`src/rtl/alu_pkg.sv`:
```
// Shared types and constants for the bit-serial ALU.
package alu_pkg;

   localparam int OP_W = 3;

   typedef enum logic [OP_W-1:0] {
      ADD  = 3'd0,
      SUB  = 3'd1,
      AND  = 3'd2,
      OR   = 3'd3,
      XOR  = 3'd4,
      NAND = 3'd5,
      NOR  = 3'd6,
      INC  = 3'd7
   } op_e;

   // Raw state encodings; the enum below names the same values.
   localparam logic [1:0] ST_IDLE = 2'd0;
   localparam logic [1:0] ST_RUN  = 2'd1;
   localparam logic [1:0] ST_DONE = 2'd2;

   typedef enum logic [1:0] {
      IDLE = ST_IDLE,
      RUN  = ST_RUN,
      DONE = ST_DONE
   } state_e;

   // Only adder-based opcodes own the carry flip-flop.
   function automatic logic is_arith(input op_e op);
      return (op == ADD) || (op == SUB) || (op == INC);
   endfunction

endpackage

```
`src/rtl/serial_alu_if.sv`:
```
// Request/response bundle between a requester and the bit-serial ALU.
interface serial_alu_if
   import alu_pkg::*;
#(
   parameter int WIDTH = 8
);
   logic             start;
   logic [OP_W-1:0]  op;
   logic [WIDTH-1:0] a;
   logic [WIDTH-1:0] b;
   logic             busy;
   logic             done;
   logic [WIDTH-1:0] result;
   logic             carry;
   logic             zero;
   logic             sbit;
   logic             sbit_vld;

   modport master (
      output start, op, a, b,
      input  busy, done, result, carry, zero, sbit, sbit_vld
   );

   modport slave (
      input  start, op, a, b,
      output busy, done, result, carry, zero, sbit, sbit_vld
   );
endinterface

```
`src/rtl/alu_bit_slice.sv`:
```
// Combinational 1-bit ALU slice: full adder plus bitwise logic.
module alu_bit_slice
   import alu_pkg::*;
(
   input  logic a,
   input  logic b,
   input  logic cin,
   input  op_e  op,
   output logic r,
   output logic cout
);

   logic b_eff;
   logic sum;

   // SUB adds the inverted operand; INC relies on b already forced to 0.
   always_comb begin
      b_eff = (op == SUB) ? ~b : b;
      sum   = a ^ b_eff ^ cin;
      cout  = (a & b_eff) | (cin & (a ^ b_eff));
      r     = sum;
      case (op)
         AND:     r = a & b;
         OR:      r = a | b;
         XOR:     r = a ^ b;
         NAND:    r = ~(a & b);
         NOR:     r = ~(a | b);
         default: r = sum;
      endcase
   end

endmodule

```
`src/rtl/serial_alu.sv`:
```
// Bit-serial ALU: latches operands, evaluates one bit per clock LSB-first.
//
//  state | meaning
//  IDLE  | waiting for start; flags and result held
//  RUN   | one result bit per clock, WIDTH clocks
//  DONE  | done pulse cycle; start here chains the next operation
module serial_alu
   import alu_pkg::*;
#(
   parameter int WIDTH = 8
)(
   input  logic         clk,
   input  logic         rst,
   serial_alu_if.slave  bus
);

   localparam int CNT_W = $clog2(WIDTH);
   localparam logic [CNT_W-1:0] CNT_LAST = CNT_W'(WIDTH - 1);

   logic [1:0]       state_q, state_d;
   logic [CNT_W-1:0] cnt_q, cnt_d;
   logic [WIDTH-1:0] a_q, a_d;
   logic [WIDTH-1:0] b_q, b_d;
   logic [WIDTH-1:0] res_q, res_d;
   op_e              op_q, op_d;
   logic             carry_q, carry_d;
   logic             zero_q, zero_d;
   logic             done_q, done_d;
   logic             sbit_q, sbit_d;
   logic             vld_q, vld_d;

   logic             accept;
   logic             slice_r;
   logic             slice_cout;
   logic [WIDTH-1:0] res_next;
   op_e              op_in;

   alu_bit_slice u_slice (
      .a    (a_q[0]),
      .b    (b_q[0]),
      .cin  (carry_q),
      .op   (op_q),
      .r    (slice_r),
      .cout (slice_cout)
   );

   assign op_in    = op_e'(bus.op);
   assign accept   = bus.start && (state_q != ST_RUN);
   assign res_next = {slice_r, res_q[WIDTH-1:1]};

   // Next-state: shift one bit per RUN cycle; accept overrides in IDLE/DONE.
   always_comb begin
      state_d = state_q;
      cnt_d   = cnt_q;
      a_d     = a_q;
      b_d     = b_q;
      res_d   = res_q;
      op_d    = op_q;
      carry_d = carry_q;
      zero_d  = zero_q;
      done_d  = 1'b0;
      sbit_d  = 1'b0;
      vld_d   = 1'b0;

      case (state_q)
         ST_RUN: begin
            res_d  = res_next;
            a_d    = a_q >> 1;
            b_d    = b_q >> 1;
            sbit_d = slice_r;
            vld_d  = 1'b1;
            cnt_d  = cnt_q + 1'b1;
            if (is_arith(op_q)) begin
               carry_d = slice_cout;
            end
            if (cnt_q == CNT_LAST) begin
               state_d = ST_DONE;
               done_d  = 1'b1;
               zero_d  = (res_next == '0);
               cnt_d   = '0;
            end
         end
         ST_DONE: begin
            state_d = ST_IDLE;
         end
         default: begin
            state_d = ST_IDLE;
         end
      endcase

      if (accept) begin
         state_d = ST_RUN;
         cnt_d   = '0;
         a_d     = bus.a;
         b_d     = (op_in == INC) ? '0 : bus.b;
         op_d    = op_in;
         res_d   = '0;
         carry_d = (op_in == SUB) || (op_in == INC);
      end
   end

   // State and datapath registers with asynchronous reset.
   always_ff @(posedge clk or posedge rst) begin
      if (rst) begin
         state_q <= ST_IDLE;
         cnt_q   <= '0;
         a_q     <= '0;
         b_q     <= '0;
         res_q   <= '0;
         op_q    <= ADD;
         carry_q <= 1'b0;
         zero_q  <= 1'b0;
         done_q  <= 1'b0;
         sbit_q  <= 1'b0;
         vld_q   <= 1'b0;
      end else begin
         state_q <= state_d;
         cnt_q   <= cnt_d;
         a_q     <= a_d;
         b_q     <= b_d;
         res_q   <= res_d;
         op_q    <= op_d;
         carry_q <= carry_d;
         zero_q  <= zero_d;
         done_q  <= done_d;
         sbit_q  <= sbit_d;
         vld_q   <= vld_d;
      end
   end

   assign bus.busy     = (state_q == ST_RUN);
   assign bus.done     = done_q;
   assign bus.result   = res_q;
   assign bus.carry    = carry_q;
   assign bus.zero     = zero_q;
   assign bus.sbit     = sbit_q;
   assign bus.sbit_vld = vld_q;

endmodule
```
`src/flat_wrapper.sv`:
```
// flat-port wrapper written by rule: the top's interface ports become plain ports
module serial_alu_flat import alu_pkg::*;
#(
   parameter int WIDTH = 8
)
  (clk, rst, bus_start, bus_op, bus_a, bus_b, bus_busy, bus_done, bus_result, bus_carry, bus_zero, bus_sbit, bus_sbit_vld);
  serial_alu_if #(.WIDTH(WIDTH)) bus_i ();
  input  logic clk;
  input  logic rst;
  input wire logic [$bits(bus_i.start)-1:0] bus_start;
  input wire logic [$bits(bus_i.op)-1:0] bus_op;
  input wire logic [$bits(bus_i.a)-1:0] bus_a;
  input wire logic [$bits(bus_i.b)-1:0] bus_b;
  output wire logic [$bits(bus_i.busy)-1:0] bus_busy;
  output wire logic [$bits(bus_i.done)-1:0] bus_done;
  output wire logic [$bits(bus_i.result)-1:0] bus_result;
  output wire logic [$bits(bus_i.carry)-1:0] bus_carry;
  output wire logic [$bits(bus_i.zero)-1:0] bus_zero;
  output wire logic [$bits(bus_i.sbit)-1:0] bus_sbit;
  output wire logic [$bits(bus_i.sbit_vld)-1:0] bus_sbit_vld;
  assign bus_i.start = bus_start;
  assign bus_i.op = bus_op;
  assign bus_i.a = bus_a;
  assign bus_i.b = bus_b;
  assign bus_busy = bus_i.busy;
  assign bus_done = bus_i.done;
  assign bus_result = bus_i.result;
  assign bus_carry = bus_i.carry;
  assign bus_zero = bus_i.zero;
  assign bus_sbit = bus_i.sbit;
  assign bus_sbit_vld = bus_i.sbit_vld;
  serial_alu #(.WIDTH(WIDTH)) u_core (.clk(clk), .rst(rst), .bus(bus_i));
endmodule
```
`config.mk`:
```
export PLATFORM = sky130hd
export DESIGN_NAME = serial_alu_flat
export DESIGN_NICKNAME = d
export VERILOG_FILES = /design/src/rtl/alu_pkg.sv /design/src/rtl/serial_alu_if.sv /design/src/rtl/alu_bit_slice.sv /design/src/rtl/serial_alu.sv /design/src/flat_wrapper.sv
export SDC_FILE = /design/constraint.sdc
export NUM_CORES = 1
export LEC_CHECK = 0
export CORE_MARGIN = 2
export CORE_UTILIZATION = 45
export DETAILED_ROUTE_END_ITERATION = 16
export GPL_ROUTABILITY_DRIVEN = 1
export PLACE_DENSITY = 0.74
export SYNTH_ARGS = -nofsm -noshare
export SYNTH_HDL_FRONTEND = slang
export SYNTH_SLANG_ARGS = --single-unit
```
`constraint.sdc`:
```
create_clock -name clk -period 2.1 [get_ports clk]
set_input_delay 0.525 -clock clk [delete_from_list [all_inputs] [get_ports clk]]
set_output_delay 0.525 -clock clk [all_outputs]
set_load 0.01 [all_outputs]
```
Word-level counts from Yosys, hierarchy flattened
Index checks and enable logic that the tools add are counted.
{ "word_totals": {"regBits": 37, "out_inout_bits": 14, "wordCells": 68} }
{ "op_classes": {"reduce_logical": 10, "addsub": 1, "eq_ne": 13, "bitwise": 11, "mux": 22} }
{ "op_table": {"columns": ["cell", "n"], "rows": [
  ["two-way mux 8 bit", 7],
  ["== test 3 bit (second input constant)", 6],
  ["two-way mux 3 bit", 3],
  ["zero test 8 bit", 1],
  ["two-way mux 1 bit", 8],
  ["== test 3 x 1 -> 1 bit (second input constant)", 2],
  ["== test 3 x 2 -> 1 bit (second input constant)", 2],
  ["two-way mux 2 bit", 3],
  ["one-hot mux 1 bit (5 select lines)", 1],
  ["AND reduction 2 bit", 2],
  ["nonzero test 2 bit", 2],
  ["adder 3 x 1 -> 3 bit (second input constant)", 1],
  ["bitwise AND 1 bit", 3],
  ["zero test 3 bit", 1],
  ["logical OR 1 bit", 3],
  ["inequality test 3 x 1 -> 1 bit (second input constant)", 1],
  ["inverter 1 bit", 3],
  ["bitwise XOR 1 bit", 3],
  ["== test 2 x 1 -> 1 bit (second input constant)", 1],
  ["inequality test 2 x 1 -> 1 bit (second input constant)", 1],
  ["bitwise OR 1 bit", 2],
  ["logical AND 1 bit", 1]
]} }

Longest topological paths before layout
Gate-level depths: netlist of run 1.
{ "depth": {"ltp_word": 8, "ltp_mapped": 8, "ltp_nobuf": 7} }

Modules after synthesis
Synthesis of run 1 repeated with hierarchy kept, for this count alone.
{ "hier_totals": {"cells_unflattened": 167, "hier_area_um2": 1725.4} }
{ "modules_own_cells": {"columns": ["module", "area_each_um2", "cells_per_inst", "instances", "seq_area_each_um2"], "rows": [
  ["serial_alu", 1591.5, 150, 1, 925.9],
  ["alu_bit_slice", 133.9, 17, 1, 0.0]
]} }

Worst setup path after synthesis of run 1
Ideal clock, no wire load.
{ "synth_path": {"path_kind": "reg2reg", "start": "register u_core.op_q[1]", "end": "register u_core.zero_q, in the netlist u_core.bus.zero", "t_required_ns": 1.979, "period_less_slack_ns": 1.938, "setup_slack_ns": 0.162, "t_arrival_ns": 1.817, "path_stages_with_launch": 9, "setup_time_ns": 0.121, "path_cell_list": "dfrtp_1 > clkbuf_1 > nor3b_1 > xnor2_1 > fa_1 > nor2b_1 > o211ai_1 > nand3_1 > a22o_1"} }
{ "synth_via": {"elab_chain_len": 6, "elab_cells_between_ends": 11, "cone_classes": "6 x eq/ne; 2 x mux; 2 x bitwise; 1 x reduce/logical"} }
{ "synth_lines": {"columns": ["item", "line", "text"], "rows": [
  ["from (decl)", "serial_alu.sv:25", "op_e op_q, op_d;"],
  ["from (signal assigned)", "serial_alu.sv:122", "op_q <= op_d;"],
  ["== test 3 x 1 -> 1 bit", "alu_bit_slice.sv:18", "b_eff = (op == SUB) ? ~b : b;"],
  ["two-way mux 1 bit", "alu_bit_slice.sv:18", null],
  ["bitwise XOR 1 bit (2 in a row)", "alu_bit_slice.sv:19", "sum = a ^ b_eff ^ cin;"],
  ["one-hot mux 1 bit (5 select lines) *", "alu_bit_slice.sv:22", "case (op)"],
  ["zero test 8 bit *", "serial_alu.sv:79", "zero_d = (res_next == '0);"],
  ["to (signal assigned)", "serial_alu.sv:124", "zero_q <= zero_d;"],
  ["to (decl)", "serial_alu.sv:27", "logic zero_q, zero_d;"]
]} }
Mark *: on every way between the ends. The rest lies on a longest branch, timed or not.
A chain may end at the register's enable or synchronous reset.

Worst setup path after layout of run 1
{ "layout_path": {"start": "register u_core.state_q[1]", "end": "output port bus_busy"} }
{ "layout_via": {"elab_chain_len": 1} }
{ "layout_lines": {"columns": ["item", "line", "text"], "rows": [
  ["from (decl)", "serial_alu.sv:20", "logic [1:0] state_q, state_d;"],
  ["from (signal assigned)", "serial_alu.sv:117", "state_q <= state_d;"],
  ["== test 2 x 1 -> 1 bit", "serial_alu.sv:131", "assign bus.busy = (state_q == ST_RUN);"],
  ["to (decl)", "flat_wrapper.sv:14", "output wire logic [$bits(bus_i.busy)-1:0] bus_busy;"]
]} }
Every way passes these cells.

==> results of run 1 <==
==> layout by cell type, fill, tap and decap left out, drive strengths merged, types with 3 or more instances in the layout <==
cell           instances
clkbuf                 7
dfrtp                 37
o21ai                 24
nor2                  11
mux2                   3
ha                     4
buf                    7
nand3                  4
mux2i                  9
clkdlybuf4s50         35
nand2                 36
a21oi                  7
inv                    7
==> metal layers <==
layer | vias to the layer above | global-route usage [%] | wire length (µm)
li1 | 671 | - | -
met1 | 652 | 22.2 | 1600
met2 | 40 | 30.5 | 1680
met3 | 2 | 7.33 | 208
met4 | 0 | 6.89 | 8
met5 | - | 0 | 0
==> cell families after synthesis <==
| family | share of synthesized area (%) |
|---|---|
| xor+xnor | 1.00 |
| mux | 7.09 |
| flops | 53.0 |
| buf+inv | 4.73 |
| compound gates | 14.3 |
| simple gates | 15.8 |
| fa+ha+maj | 4.01 |
==> layout make-up <==
class	count	area (µm²)	area share, %
clock buffers	7	96.3	4.26
inverters	7	26.3	1.16
repair buffers	42	403	17.8
flip-flops and latches	37	927	41.0
clock inverters	1	5.00	0.221
multi-input cells	121	743	32.9
well taps	48	60.1	2.66
==> timing repair <==
action / CTS / global route
buffers inserted: 0 / 0
setup endpoints to repair: 0 / 2
gates resized for setup: 0 / 2
==> final timing paths <==
check | to | slack (ns) | cells after the start
max reg2reg | u_core.bus.zero | 0.17 | 7
min reg2reg | u_core.a_q[6] | 0.48 | 2
max in group asynchronous | u_core.op_q[0] | 1.12 | 3
max | bus_busy | 0.10 | 3
min in group asynchronous | u_core.a_q[5] | 0.63 | 3
min | u_core.a_q[6] | 0.48 | 2
==> worst max-delay path: stages, from the launching register on <==
cell             delay (ns)
dfrtp_1                0.36
nand2b_4               0.21
inv_2                  0.09
clkdlybuf4s50_1        0.53
==> power by group through the flow <==
stage	clock network (W)	registers (W)	logic, W
after floorplan	0	0.00127	0.000969
after global placement	0	0.00126	0.00142
after detailed placement	0	0.00128	0.00148
after CTS	0.000554	0.00127	0.00149
after global routing	0.000589	0.00132	0.00165
final	0.000536	0.00127	0.00147
==> through the flow <==
step                      cells  power [W]  instance area, µm²
after floorplan             175    0.00224                1750
after global placement      255    0.00267                2150
after detailed placement    255    0.00276                2150
after CTS                   263    0.00331                2250
after global routing        263    0.00356                2260
final                       263    0.00328                2260
==> flip-flops by register name, indices dropped and copies added (netlist names) <==
register	cells
u_core.bus.carry	1
u_core.b_q	8
u_core.cnt_q	3
u_core.bus.sbit_vld	1
u_core.op_q	3
u_core.a_q	8
u_core.bus.zero	1
u_core.bus.done	1
u_core.bus.sbit	1
u_core.bus.result	8
u_core.state_q	2
==> impl_metrics.toml, run 1 <==
[detailed_routing]
vias = 1365
drtIter0Drc = 83
drc_errors = 0
drt_wl_total_mm = 3.50
drt_first_pass_iters = 4
viasPerCell = 5.19
wl_per_cell_um = 13.3
drt.antenna.violating_nets = 0

[critical_path]
startpoint_type = "flop"
path_max_fanout = 16
crit_path_end_kind = "output pin"
cp.required_ns = 1.57
rr_startpoint = "u_core.op_q[0]"
worstSetupPathType = "reg2out"
startpoint = "u_core.state_q[1]"
worstPathArrival_ns = 1.47

[layout]
nets = 241
syn_to_final_growth_pct = 29.4
nFillCells = 323
drive_gt1_share_pct = 11.2
diodes = 0
final_util_pct = 61.3

[clocking]
cts_tree = "built"
clockBufferDepth = 2
cts_inserted_buffers = 5
postCtsHoldBufs = 0
cts_root_buf = "clkbuf_8"
htree_levels = 2
worst_setup_hold_path_clk_slew_ns = 0.07
cts_sinks = 37
clk_latency_ns = 0.29

[power]
sequentialPowerShare_pct = 38.7
combinationalPowerShare_pct = 44.9
intPower_w = 0.00205
p_leak_nw = 1.01
cellPowerDensity_mw_per_mm2 = 1450
p_switching_w = 0.00123
ir_worst_vdd_uv = 762
swShare_pct = 37.4
p_clk_share_pct = 16.4

[synth]
synth_top_area_share_pct = 53.0
ys_seq_area_share_pct = 53.0
synth_cell_types = 33
syn_area_per_cell_um2 = 9.98
syn_area_mm2 = 0.00175
synth-edff-count = 0
ys_top_cells_by_area = "dfrtp_1 (53%), nand2_1 (7.7%), o21ai_0 (6.9%), mux2i_1 (5.2%), ha_1 (2.9%)"
synth_nets = 202
synthCells = 175
postSynth.asyncResetShare_pct = 100
ys_warn_count = 0
synth_most_common_cell = "dfrtp_1"
synth_common_cells = "dfrtp_1 (37), nand2_1 (36), o21ai_0 (24), nor2_1 (11), mux2i_1 (9)"
synth_ff_type = "dfrtp_1"
synth-seq-cells = 37
yosysTopAreaCell = "dfrtp_1"

[sta]
period_minus_slack_ns = 2.00
hold_viol = 0
max_slew.worst_pin.slew_ns = 0.453
min_period_over_period_pct = 95.2
setup_viol = 0
fin_skew_ns = 0.00319
maxSlewHeadroom_pct = 69.7
slew_viol_final = 0
fin_ws_ns = 0.100
rsz0062_at_grt = "no"
hold_slack_ns = 0.483
timing.fmax_mhz = 500
fin_tns_setup_ns = 0

[die]
fp.coreArea_mm2 = 0.00369
fp.dieArea_mm2 = 0.00440
die_x_um = 66.3
initial_core_util_pct = 47.4
pin_count = 36
die_h_um = 66.3
rows = 22

[worst_hold_path]
hold_start = "u_core.a_q[7]"
hold_path_class = "reg2reg"

[global_route]
grt_first_pass_wirelength_mm = 6.09
grt_max_degree = 39
grt_pass1_vias = 1383
grt-ovfl-total = 0
antenna_found_initial = 0
grt_use_total_pct = 18.7

[placement]
dp_slack_ns = 0.119
gp_congestion = 0.769
portBuffers = 35
hpwl_mm = 2.48

[job]
maxCapViolCount = 0

[status]
status = "completed"
No activity file was read; power rests on OpenSTA's default activity.
==> run 2: changes to the inputs <==
- CORE_UTILIZATION: 45 -> 47
- CTS_BUF_LIST: default -> sky130_fd_sc_hd__clkbuf_8
- PLACE_DENSITY: 0.74 -> 0.77
==> impl_metrics.toml, run 2 (synthesized netlist as in run 1, its figures left out) <==
[global_route]
grt_first_pass_wirelength_mm = 6.87
grt_use_total_pct = 21.7
grt_pass1_vias = 1536
grt-ovfl-total = 0
grt_max_degree = 39
antenna_found_initial = 0

[clocking]
clockBufferDepth = 2
cts_sinks = 37
clk_latency_ns = 0.29
htree_levels = 2
worst_setup_hold_path_clk_slew_ns = 0.07
postCtsHoldBufs = 0
cts_root_buf = "clkbuf_8"
cts_inserted_buffers = 5
cts_tree = "built"

[detailed_routing]
drtIter0Drc = 88
wl_met1_mm = 1.68
drt_wl_total_mm = 4.04
wl_per_cell_um = 15.4
met3_wirelength_um = 228
vias = 1431
drc_errors = 0
drt_first_pass_iters = 4
met2WireLength_mm = 2.09
drt.antenna.violating_nets = 0
viasPerCell = 5.44
routed.top_layer = "met4"

[sta]
fin_skew_ns = 0.00529
fin_tns_setup_ns = 0
setup_viol = 0
hold_viol = 0
slew_viol_final = 0
maxSlewHeadroom_pct = 70.1
hold_slack_ns = 0.489
fin_ws_ns = 0.0913
period_minus_slack_ns = 2.01
max_slew.worst_pin.slew_ns = 0.449
rsz0062_at_grt = "no"
min_period_over_period_pct = 95.7
timing.fmax_mhz = 498

[placement]
dp.cells = 255
dp_slack_ns = 0.0654
hpwl_mm = 2.86
gp_congestion = 0.777
portBuffers = 35

[layout]
layout_common_cells = "dfrtp_1 (37), nand2_1 (36), clkdlybuf4s50_1 (35)"
instances_no_fill = 263
syn_to_final_growth_pct = 30.2
nFillCells = 297
final_common_cell = "dfrtp_1"
drive_gt1_share_pct = 10.2
diodes = 0
nets = 241

[die]
die_x_um = 65.0
initial_core_util_pct = 48.4
rows = 22
pin_count = 36
die_h_um = 65.0
fp.coreArea_mm2 = 0.00361
fp.dieArea_mm2 = 0.00422

[power]
cellPowerDensity_mw_per_mm2 = 1520
ir_worst_vdd_uv = 705
p_leak_nw = 1.02

[worst_hold_path]
hold_path_depth = 2
hold_path_class = "reg2reg"

[critical_path]
worstPathCellList = "nand2b_4 > inv_2 > clkdlybuf4s50_1"
cp.required_ns = 1.57
reg2reg_setup_slack_ns = 0.11
crit_path_end_kind = "output pin"
critPathSlowestCell = "clkdlybuf4s50_1"
worstPathArrival_ns = 1.48
reg2regPathDepth = 7
critPathMaxStageDelay_ns = 0.53
path_max_fanout = 16
startpoint_type = "flop"
worstSetupPathType = "reg2out"

[status]
status = "completed"

[job]
maxCapViolCount = 0
run 2: changes by cell type in the layout (fill, tap and decap cells not counted):
cell,delta
clkbuf_8,-1
inv_1,+1
bufinv_16,+1
clkinv_2,-1
dfrtp_1,+1
dfrtp_2,-1
run 2: metrics by stage:
stage,area (µm²),power [W],util (%)
after floorplan,1750,0.00224,-
after global placement,2150,0.00269,59.7
after detailed placement,2150,0.00283,59.7
after CTS,2270,0.00347,62.9
after global routing,2270,0.00374,63.1
final,2270,0.00346,63.1
run 2: metal layers:
| layer | GRT usage, % | vias to the layer above |
|---|---|---|
| li1 | - | 672 |
| met1 | 26.2 | 701 |
| met2 | 37.5 | 52 |
| met3 | 6.77 | 6 |
| met4 | 5.59 | 0 |
| met5 | 0 | - |
run 2: worst paths after layout:
kind,to,from
hold / removal,u_core.a_q[4],u_core.a_q[5]
max in group asynchronous,u_core.bus.sbit,rst
setup / recovery,bus_busy,u_core.state_q[1]
min in group asynchronous,u_core.a_q[4],rst
hold reg to reg,u_core.a_q[4],u_core.a_q[5]
setup reg to reg,u_core.bus.zero,u_core.op_q[1]
run 2: repair_timing:
action / 4_1_cts / 5_1_grt
buffers inserted: 0 / 0
resized for setup: 0 / 1
setup endpoints to repair: 0 / 1
run 2: where the power goes:
part	leakage, nW	switching [W]	total [W]	internal, W
clock network	0.0626	0.000241	0.000623	0.000382
registers	0.460	0.000231	0.00127	0.00104
logic	0.492	0.000833	0.00156	0.000730
total	1.02	0.00131	0.00346	0.00215
run 2: cell type report:
type	instances	area [µm²]	share of cell area, %
clock buffer	6	82.6	3.63
clock inverter	2	33.8	1.49
inverter	7	26.3	1.16
multi-input combinational	121	743	32.7
sequential	37	926	40.7
tap	48	60.1	2.64
timing repair buffer	42	403	17.7
run 2: critical path, delay by kind of cell, from the launching register on:
kind	cells	cell delay, ns
buf+inv	2	0.62
flops	1	0.36
simple gates	1	0.22
